[src/rtl/inst_cache_refill.sv]
// Instruction-cache line refill engine.
// Issues one 8-beat AXI4 INCR read per miss and assembles the beats into a
// 256-bit line. Forwards the missed word to fetch the moment it arrives, then
// writes the line and its tag in a single cycle.
module inst_cache_refill #(
    parameter int INDEX_WIDTH  = 7,
    parameter int OFFSET_WIDTH = 5,
    parameter int TAG_WIDTH    = 32 - INDEX_WIDTH - OFFSET_WIDTH
) (
    input  logic                   clk,
    input  logic                   reset,
    // refill request from the fetch stage
    input  logic                   req_valid,
    input  logic [31:0]            req_addr,
    output logic                   req_ready,
    input  logic                   cancel,
    // AXI4 read address channel
    output logic                   arvalid,
    output logic [31:0]            araddr,
    output logic [7:0]             arlen,
    output logic [2:0]             arsize,
    output logic [1:0]             arburst,
    input  logic                   arready,
    // AXI4 read data channel
    input  logic                   rvalid,
    input  logic [31:0]            rdata,
    input  logic [1:0]             rresp,
    input  logic                   rlast,
    output logic                   rready,
    // data RAM write port
    output logic                   data_en,
    output logic [31:0]            data_wen,
    output logic [INDEX_WIDTH-1:0] data_index,
    output logic [255:0]           data_wdata,
    // tag/valid array write port
    output logic                   tag_wen,
    output logic [INDEX_WIDTH-1:0] tag_index,
    output logic [TAG_WIDTH:0]     tag_wdata,
    // critical-word forward and completion
    output logic                   fwd_valid,
    output logic [31:0]            fwd_data,
    output logic                   refill_done,
    output logic                   refill_err
);

    typedef enum logic [1:0] {
        ST_IDLE  = 2'd0,
        ST_AR    = 2'd1,
        ST_R     = 2'd2,
        ST_WRITE = 2'd3
    } state_e;

    state_e         state_q, state_d;
    logic [31:2]    addr_q, addr_d;     // byte lane bits are never needed
    logic [2:0]     cnt_q, cnt_d;       // beat counter, also the word slot
    logic           err_q, err_d;       // bus error or bad rlast framing
    logic           cancel_q, cancel_d; // refill abandoned, burst still drained
    logic [255:0]   line_q, line_d;     // word 0 lives in the MSBs

    logic           beat;
    logic           crit_beat;
    logic           do_write;
    logic [1:0]     unused_addr_bits;

    assign unused_addr_bits = req_addr[1:0];

    // The read request shape never changes: 8 beats of 4 bytes, incrementing.
    assign arlen   = 8'd7;
    assign arsize  = 3'd2;
    assign arburst = 2'b01;

    // The line-aligned address is held in addr_q, so it is stable through AR.
    assign araddr  = {addr_q[31:5], 5'b0};

    assign beat      = (state_q == ST_R) && rvalid;
    assign crit_beat = beat && (cnt_q == addr_q[4:2]) && !cancel && !cancel_q;
    assign do_write  = (state_q == ST_WRITE) && !err_q && !cancel_q;

    // State, request latch, flags and line buffer.
    // NOTE: non-blocking assignments here so every flop samples the pre-edge
    // value of its _d input, independent of statement order.
    // NOTE: the line buffer is a plain register, not a RAM, so it takes the
    // reset and the written-line output is all zero out of reset.
    always_ff @(posedge clk or posedge reset) begin
        if (reset) begin
            state_q  <= ST_IDLE;
            addr_q   <= '0;
            cnt_q    <= '0;
            err_q    <= 1'b0;
            cancel_q <= 1'b0;
            line_q   <= '0;
        end else begin
            state_q  <= state_d;
            addr_q   <= addr_d;
            cnt_q    <= cnt_d;
            err_q    <= err_d;
            cancel_q <= cancel_d;
            line_q   <= line_d;
        end
    end

    // Next-state logic and beat assembly.
    // NOTE: every _d gets its hold value before the case statement, so no
    // path can leave one unassigned and infer a latch.
    always_comb begin
        state_d  = state_q;
        addr_d   = addr_q;
        cnt_d    = cnt_q;
        err_d    = err_q;
        cancel_d = cancel_q;
        line_d   = line_q;

        unique case (state_q)
            ST_IDLE: begin
                if (req_valid) begin
                    addr_d   = req_addr[31:2];
                    cnt_d    = '0;
                    err_d    = 1'b0;
                    cancel_d = 1'b0;
                    state_d  = ST_AR;
                end
            end
            ST_AR: begin
                if (cancel) begin
                    cancel_d = 1'b1;
                end
                // Once presented the address is never withdrawn, even if cancelled.
                if (arready) begin
                    state_d = ST_R;
                end
            end
            ST_R: begin
                if (cancel) begin
                    cancel_d = 1'b1;
                end
                if (rvalid) begin
                    for (int i = 0; i < 8; i++) begin
                        if (cnt_q == 3'(i)) begin
                            line_d[255-32*i -: 32] = rdata;
                        end
                    end
                    // rlast must appear on exactly the eighth beat.
                    if (rresp != 2'b00 || (rlast != (cnt_q == 3'd7))) begin
                        err_d = 1'b1;
                    end
                    cnt_d = cnt_q + 3'd1;
                    // The line closes on beat 7 whatever rlast says.
                    if (cnt_q == 3'd7) begin
                        state_d = ST_WRITE;
                    end
                end
            end
            ST_WRITE: begin
                state_d = ST_IDLE;
            end
            default: begin
                state_d = ST_IDLE;
            end
        endcase
    end

    // Handshakes, forward path and RAM/tag write strobes.
    always_comb begin
        req_ready   = (state_q == ST_IDLE) && !reset;
        arvalid     = (state_q == ST_AR);
        rready      = (state_q == ST_R);

        fwd_valid   = crit_beat;
        fwd_data    = crit_beat ? rdata : 32'h0;

        refill_done = (state_q == ST_WRITE);
        refill_err  = (state_q == ST_WRITE) && err_q;

        data_en     = do_write;
        data_wen    = do_write ? 32'hFFFF_FFFF : 32'h0;
        data_index  = do_write ? addr_q[INDEX_WIDTH+OFFSET_WIDTH-1:OFFSET_WIDTH] : '0;
        data_wdata  = line_q;

        tag_wen     = do_write;
        tag_index   = do_write ? addr_q[INDEX_WIDTH+OFFSET_WIDTH-1:OFFSET_WIDTH] : '0;
        tag_wdata   = do_write ? {1'b1, addr_q[31:32-TAG_WIDTH]} : '0;
    end

endmodule
[config.mk]
export PLATFORM = sky130hd
export DESIGN_NAME = inst_cache_refill
export DESIGN_NICKNAME = d
export VERILOG_FILES = /design/src/rtl/inst_cache_refill.sv
export SDC_FILE = /design/constraint.sdc
export NUM_CORES = 1
export LEC_CHECK = 0
export ABC_AREA = 1
export ABC_CLOCK_PERIOD_IN_PS = 19400
export CORE_MARGIN = 2
export CORE_UTILIZATION = 30
export CTS_CLUSTER_SIZE = 30
export DETAILED_ROUTE_END_ITERATION = 8
export DONT_BUFFER_PORTS = 1
export PLACE_DENSITY_LB_ADDON = 0.1
export SYNTH_ARGS = -nofsm -noshare
export SYNTH_HDL_FRONTEND = slang
export SYNTH_SLANG_ARGS = --single-unit
export TNS_END_PERCENT = 20
[constraint.sdc]
create_clock -name clk -period 19.4 [get_ports clk]
set_clock_uncertainty 0.05 [all_clocks]
set_input_delay 0.97 -clock clk [delete_from_list [all_inputs] [get_ports clk]]
set_output_delay 0.97 -clock clk [all_outputs]
set_load 0.03 [all_outputs]
==> flow_summary.yaml, run 1 <==
finish:
  design.final.nets: 1219
  area.growth.synth_to_final_pct: 8.59
  layout.cell_area.non_filler_sq_mm: 0.0128
  diodes: 0
  fillerInstances: 4056
  final_layout_size_suffix_gt1_share_pct: 6.74
yosys:
  largest_cells_by_area_after_synthesis: "sky130_fd_sc_hd__dfrtp_1, sky130_fd_sc_hd__o21ai_0, sky130_fd_sc_hd__nand2_1"
  ys.warnings.count: 0
  synth-edff-count: 0
  synth_seq_cells: 293
  synth_largest_type_area_fraction_pct: 62.1
  postSynthCellCount: 1219
  synth_area_sq_mm: 0.0118
  synth_seq_area_share_pct: 62.1
  post-synth-top-area-cell: "sky130_fd_sc_hd__dfrtp_1"
  netlist_top_cells_count: "sky130_fd_sc_hd__dfrtp_1, sky130_fd_sc_hd__nand2_1, sky130_fd_sc_hd__o21ai_0"
  synth-async-reset-ratio_pct: 100
  post-synth-top-count-cell: "sky130_fd_sc_hd__dfrtp_1"
  post_synth.cell_area_avg_sq_um: 9.69
  ys_types: 25
  dominantRegCellSynth: "sky130_fd_sc_hd__dfrtp_1"
global_routing:
  grt.met1_usage_pct: 21.7
  global_route.overflow_total: 0
  groute.usage.overall_pct: 16.9
  met3_usage_pct: 6.42
  grt_first_pass_wirelength_mm: 52.2
  grt.met2_usage_pct: 26.6
  grt_max_degree: 113
  grt_antenna_before_repair: 0
  gr-max-usage-layer: "met2"
  grt_pass1_vias: 7720
die:
  initial_util_pct: 30.5
  io_pins: 481
  num_rows: 72
  chipHeight_microns: 202
  die_x_microns: 202
  design.core.area_sq_mm: 0.0387
  floorplan.die_area_sq_mm: 0.0410
sta:
  post-route-period-util_pct: 22.6
  post-route-min-period_ns: 4.38
  timing.final.hold_violations: 0
  max_freq_ghz: 0.228
  rsz0062_at_grt: "no"
  relSlewSlack_pct: 26.7
  setup_total_negative_slack_ns: 0
  fin_worst_hold_slack_ns: 0.359
  worst-slew-pin-transition_ns: 1.10
  max_slew_violation_count: 0
  setup_violations: 0
setup_path:
  setup.worst_path.start_class: "flip-flop"
  worst_path_max_delay_cell: "sky130_fd_sc_hd__nor2_1"
  critical_path.top_delay_family: "simple AND/OR/NAND/NOR gates"
  worst_ep_arrival_time_ns: 3.36
  cp_slowest_stage_delay_ns: 0.69
  timing.setup.critical_path_class: "reg -> out"
  critPathRequiredTime_ns: 18.38
  critical_path.cell_chain: "inv_1 > ha_1 > nand2_4 > clkinv_8 > o21ai_2 > nor2_2 > nand2_2 > nor2_1"
  path_buf_inv: 2
  timing.critical_path.fanout_max: 33
  timing.critical_path.to_type: "output pin"
place:
  place.port_buffers: 0
  placedInstanceArea_sq_mm: 0.0117
  sum_of_net_half_perimeters_after_detailed_placement_mm: 22.8
  place.gp.congestion: 0.727
drt:
  wirelength_per_cell_microns: 20.7
  via_count: 7670
  remaining_drc_errors: 0
  viasPerCell: 4.58
  detail_route.wirelength_mm: 34.6
  drt_antenna_net_count: 0
  drt_iter0_drc: 479
  router_iterations_before_antenna_repair: 4
clock_network:
  cts_tree: "done"
  postCtsSetupRepairBufs: 0
  clock_slew_seen_by_the_registers_of_the_worst_setup_and_hold_paths_ns: 0.06
  htree_num_levels: 2
  clock_path_buffers: 3
  cts.hold.buffers_added: 0
  post_cts_resize_count: 0
  clock-root-buffer: "sky130_fd_sc_hd__clkbuf_16"
  clock_insertion_delay_worst_skew_ns: 0.52
  cts.sink_count: 293
  tritoncts.num_buffers: 35
run_status:
  outcome: "completed"
pwr:
  power.static_leakage_nw: 6.27
  power.density_mw_per_mm2: 164
  vdd_drop_max_mv: 0.0810
min_path:
  hold_class: "in -> async"
run:
  max-cap-violations: 0
[kinds of logic after synthesis]
logic type      synth area share [%]
buf+inv                         10.6
flops                           62.1
compound gates                  12.4
fa+ha+maj                       1.06
simple gates                    13.7
other cells                   0.0636
[placed cells by master, fill, tap and decap left out, types with 2 or more instances in the layout]
| cell | synthesis | layout |
|---|---|---|
| sky130_fd_sc_hd__nor2_2 | 3 | 3 |
| sky130_fd_sc_hd__nor2_8 | 3 | 3 |
| sky130_fd_sc_hd__nor2_1 | 162 | 162 |
| sky130_fd_sc_hd__nand3_1 | 5 | 5 |
| sky130_fd_sc_hd__conb_1 | 2 | 18 |
| sky130_fd_sc_hd__o21ai_1 | 8 | 8 |
| sky130_fd_sc_hd__clkbuf_16 | 0 | 35 |
| sky130_fd_sc_hd__nand2_1 | 216 | 216 |
| sky130_fd_sc_hd__bufinv_16 | 0 | 4 |
| sky130_fd_sc_hd__inv_1 | 77 | 75 |
| sky130_fd_sc_hd__a21oi_1 | 97 | 97 |
| sky130_fd_sc_hd__nand3_4 | 3 | 3 |
| sky130_fd_sc_hd__o21ai_0 | 185 | 185 |
| sky130_fd_sc_hd__clkbuf_8 | 0 | 7 |
| sky130_fd_sc_hd__dfrtp_1 | 293 | 293 |
| sky130_fd_sc_hd__clkbuf_1 | 12 | 6 |
| sky130_fd_sc_hd__nand2_2 | 3 | 3 |
| sky130_fd_sc_hd__nand3b_1 | 2 | 2 |
| sky130_fd_sc_hd__clkinv_2 | 0 | 4 |
| sky130_fd_sc_hd__ha_1 | 10 | 10 |
| sky130_fd_sc_hd__buf_4 | 87 | 8 |
| sky130_fd_sc_hd__inv_8 | 0 | 2 |
[routing by layer]
layer,up-vias,wire length [microns]
met1,3690,14800
li1,3623,-
met5,-,0
met4,0,632
met3,40,3320
met2,317,15800
[power by group]
group / switching (mW) / total [mW] / leakage, nW / internal, mW
clock network: 0.256 / 0.666 / 0.566 / 0.410
registers: 0.395 / 1.15 / 3.94 / 0.752
logic: 0.200 / 0.285 / 1.77 / 0.0851
[sequential cells by signal (all words and copies together) (netlist names)]
name,cells
cnt_q,3
data_wdata,256
addr_q,30
state_q,2
cancel_q,1
err_q,1
[layout make-up]
| type | instances | area (sq um) | share of cell area (%) |
|---|---|---|---|
| sequential | 293 | 7330 | 57.2 |
| clock inverter | 10 | 156 | 1.22 |
| clock buffer | 48 | 995 | 7.76 |
| inverter | 79 | 324 | 2.53 |
| multi-input combinational | 718 | 3280 | 25.6 |
| tap | 518 | 648 | 5.05 |
| timing repair buffer | 9 | 87.6 | 0.683 |
[through the flow]
step	setup slack [ns]	power [mW]	instances	utilization (%)
2_1_floorplan	10.29	1.39	1235	-
3_3_place_gp	15.55	1.45	1617	30.1
3_5_place_dp	15.51	1.45	1617	30.1
4_1_cts	14.93	2.13	1675	33.1
5_1_grt	14.78	2.22	1675	33.1
6_report	15.02	2.10	1675	33.1
[worst paths after layout]
| kind | start | endpoint | slack [ns] | cells past startpoint |
|---|---|---|---|---|
| max | state_q[0]$_DFFE_PP0P_ | fwd_data[13] | 15.02 | 8 |
| min | reset | data_wdata[60]$_DFFE_PP0P_ | 0.36 | 1 |
| max reg2reg | state_q[0]$_DFFE_PP0P_ | data_wdata[194]$_DFFE_PP0P_ | 16.80 | 6 |
| min reg2reg | addr_q[3]$_DFFE_PP0P_ | addr_q[3]$_DFFE_PP0P_ | 0.47 | 2 |
| max in group asynchronous | reset | data_wdata[204]$_DFFE_PP0P_ | 17.38 | 2 |
| min in group clk | addr_q[3]$_DFFE_PP0P_ | addr_q[3]$_DFFE_PP0P_ | 0.47 | 2 |
No activity file was read; power rests on OpenSTA's default activity.
==> run 2, diff against run 1 <==
--- a/config.mk
+++ b/config.mk
@@ -5,8 +5,8 @@
 export SDC_FILE = /design/constraint.sdc
 export NUM_CORES = 1
 export LEC_CHECK = 0
-export ABC_AREA = 1
-export ABC_CLOCK_PERIOD_IN_PS = 19400
+export ABC_AREA = 0
+export ABC_CLOCK_PERIOD_IN_PS = 4350
 export CORE_MARGIN = 2
 export CORE_UTILIZATION = 30
 export CTS_CLUSTER_SIZE = 30
==> constraint.sdc (replaced) <==
create_clock -name clk -period 4.35 [get_ports clk]
set_clock_uncertainty 0.05 [all_clocks]
set_input_delay 0.2175 -clock clk [delete_from_list [all_inputs] [get_ports clk]]
set_output_delay 0.2175 -clock clk [all_outputs]
set_load 0.03 [all_outputs]
==> flow_summary.yaml, run 2 <==
run_status:
  outcome: "completed"
setup_path:
  timing.critical_path.to_type: "output pin"
  timing.setup.critical_path_class: "reg -> out"
  cp_slowest_stage_delay_ns: 0.90
  worst_ep_arrival_time_ns: 2.96
  setup.worst_path.start_class: "flip-flop"
  critPathRequiredTime_ns: 4.08
  critical_path.cell_chain: "ha_1 > nor3b_2 > buf_12"
  timing.critical_path.fanout_max: 32
  timing.reg2reg.setup_slack_ns: 1.66
  worst_path_max_delay_cell: "sky130_fd_sc_hd__buf_12"
global_routing:
  grt_first_pass_wirelength_mm: 50.7
  grt_pass1_vias: 7240
  global_route.overflow_total: 0
  grt_antenna_before_repair: 2
  groute.usage.overall_pct: 16.5
  grt_max_degree: 126
pwr:
  clock_network_power_share_pct: 24.4
  vdd_drop_max_mv: 0.356
  power.density_mw_per_mm2: 812
  intPower_mw: 6.52
  power.static_leakage_nw: 6.76
  p_comb_share_pct: 17.4
  net-switching-power_mw: 5.02
  p_sw_share_pct: 43.5
  pwr-share-seq_pct: 58.2
  totalPowerFinal_mw: 11.5
drt:
  drt_antenna_net_count: 0
  router_iterations_before_antenna_repair: 5
  drt_iter0_drc: 144
  remaining_drc_errors: 0
  detail_route.wirelength_mm: 35.7
  via_count: 6679
  wirelength_per_cell_microns: 25.4
  viasPerCell: 4.74
finish:
  area.growth.synth_to_final_pct: 16.0
  layout.cells.most_common_list: "sky130_fd_sc_hd__dfrtp_1, sky130_fd_sc_hd__mux2_2, sky130_fd_sc_hd__dlygate4sd3_1, sky130_fd_sc_hd__and2_1, sky130_fd_sc_hd__clkbuf_16"
  post-route-util_pct: 35.0
  largest_register_ff_count: 256
  final_layout_size_suffix_gt1_share_pct: 42.3
  design.final.nets: 936
  layout.cell_area.non_filler_sq_mm: 0.0142
  layout.cells.most_common: "sky130_fd_sc_hd__dfrtp_1"
sta:
  fin_worst_hold_slack_ns: 0.0214
  post-route-min-period_ns: 3.23
  setup_violations: 0
  rsz0062_at_grt: "no"
  setup_total_negative_slack_ns: 0
  post-route-period-util_pct: 74.2
  max_freq_ghz: 0.310
  max_slew_violation_count: 0
  worst-slew-pin-transition_ns: 0.799
  timing.final.hold_violations: 0
  relSlewSlack_pct: 46.7
yosys:
  synth_largest_type_area_fraction_pct: 59.8
  synth_area_sq_mm: 0.0123
  netlist_top_cells_count: "sky130_fd_sc_hd__dfrtp_1, sky130_fd_sc_hd__mux2_2, sky130_fd_sc_hd__buf_4"
  ys.warnings.count: 0
  post-synth-top-area-cell: "sky130_fd_sc_hd__dfrtp_1"
  synth-async-reset-ratio_pct: 100
  ys_types: 30
  post-synth-top-count-cell: "sky130_fd_sc_hd__dfrtp_1"
  synth_seq_cells: 293
  largest_cells_by_area_after_synthesis: "sky130_fd_sc_hd__dfrtp_1, sky130_fd_sc_hd__mux2_2, sky130_fd_sc_hd__buf_4"
  synth_seq_area_share_pct: 59.8
  synth-edff-count: 0
  dominantRegCellSynth: "sky130_fd_sc_hd__dfrtp_1"
  post_synth.cell_area_avg_sq_um: 14.8
  postSynthCellCount: 828
place:
  place.port_buffers: 0
  placedInstanceArea_sq_mm: 0.0124
  sum_of_net_half_perimeters_after_detailed_placement_mm: 24.0
  place.gp.congestion: 0.734
clock_network:
  clock_path_buffers: 3
  cts.hold.buffers_added: 69
  htree_num_levels: 2
  cts_tree: "done"
  tritoncts.num_buffers: 35
  clock_slew_seen_by_the_registers_of_the_worst_setup_and_hold_paths_ns: 0.05
  post_cts_resize_count: 0
  postCtsSetupRepairBufs: 0
  cts.sink_count: 293
  clock_insertion_delay_worst_skew_ns: 0.51
  clock-root-buffer: "sky130_fd_sc_hd__clkbuf_16"
run:
  max-cap-violations: 0
die:
  io_pins: 481
  floorplan.die_area_sq_mm: 0.0425
  die_x_microns: 206
  num_rows: 74
  design.core.area_sq_mm: 0.0406
  chipHeight_microns: 206
  initial_util_pct: 30.2
min_path:
  hold_class: "in -> reg"
-- run 2: final cells by class --
| cell class | count | area (sq um) |
|---|---|---|
| Antenna cell | 2 | 5.00 |
| Clock inverter | 7 | 88.8 |
| Inverter | 9 | 37.5 |
| Clock buffer | 52 | 1020 |
| Fill cell | 3872 | 26300 |
| Tap cell | 532 | 666 |
| Timing Repair Buffer | 93 | 916 |
| Sequential cell | 293 | 7330 |
| Multi-Input combinational cell | 421 | 4150 |
-- run 2: routing by layer --
metal | GRT usage (%) | routed length [microns] | up-vias
li1 | - | - | 2810
met1 | 18.2 | 13100 | 3515
met2 | 28.7 | 18300 | 300
met3 | 6.42 | 3430 | 54
met4 | 5.79 | 885 | 0
met5 | 0 | 0 | -
-- run 2: critical path, delay by kind of cell, from the launching register on --
kind | cells | cell delay [ns]
simple gates | 1 | 0.69
buf+inv | 1 | 0.90
fa+ha+maj | 1 | 0.41
flops | 1 | 0.40
-- run 2: cell families (layout without fill, tap and decap cells) --
kind of cell | after synthesis | after routing | synth area share [%]
other | 2 | 20 | 0.0613
adders and majority gates | 10 | 10 | 1.02
buffers and inverters | 130 | 161 | 7.15
DFF | 293 | 293 | 59.8
muxes | 288 | 288 | 26.5
xor gates and xnor gates | 4 | 4 | 0.286
and+or+nand+nor | 87 | 87 | 4.40
AOI/OAI and AO/OA | 14 | 14 | 0.807
-- run 2: final timing paths --
check	start	end	depth (start not counted)
worst max-delay path	state_q[0]$_DFFE_PP0P_	data_wen[16]	3
worst min-delay path	rvalid	data_wdata[178]$_DFFE_PP0P_	2
worst max register to register	state_q[1]$_DFFE_PP0P_	err_q$_DFFE_PP0P_	7
worst min register to register	addr_q[2]$_DFFE_PP0P_	addr_q[2]$_DFFE_PP0P_	1
max in group asynchronous	reset	data_wdata[81]$_DFFE_PP0P_	4
min in group asynchronous	reset	data_wdata[222]$_DFFE_PP0P_	3
-- run 2: per-stage QoR --
| step | worst slack, ns | cells |
|---|---|---|
| 4_1_cts | 1.08 | 1407 |
| 3_5_place_dp | 1.67 | 1279 |
| 5_1_grt | 0.971 | 1407 |
| 6_report | 1.12 | 1409 |
| 3_3_place_gp | 1.72 | 1279 |
| 2_1_floorplan | 0.193 | 844 |
-- run 2: power groups by stage --
stage	Clock, mW	Sequential (mW)	Combinational (mW)
global route	3.06	6.85	2.21
finish	2.82	6.71	2.01
global placement	0	6.80	1.84
floorplan	0	6.05	2.21
CTS	2.93	6.76	2.04
detailed placement	0	6.80	1.92
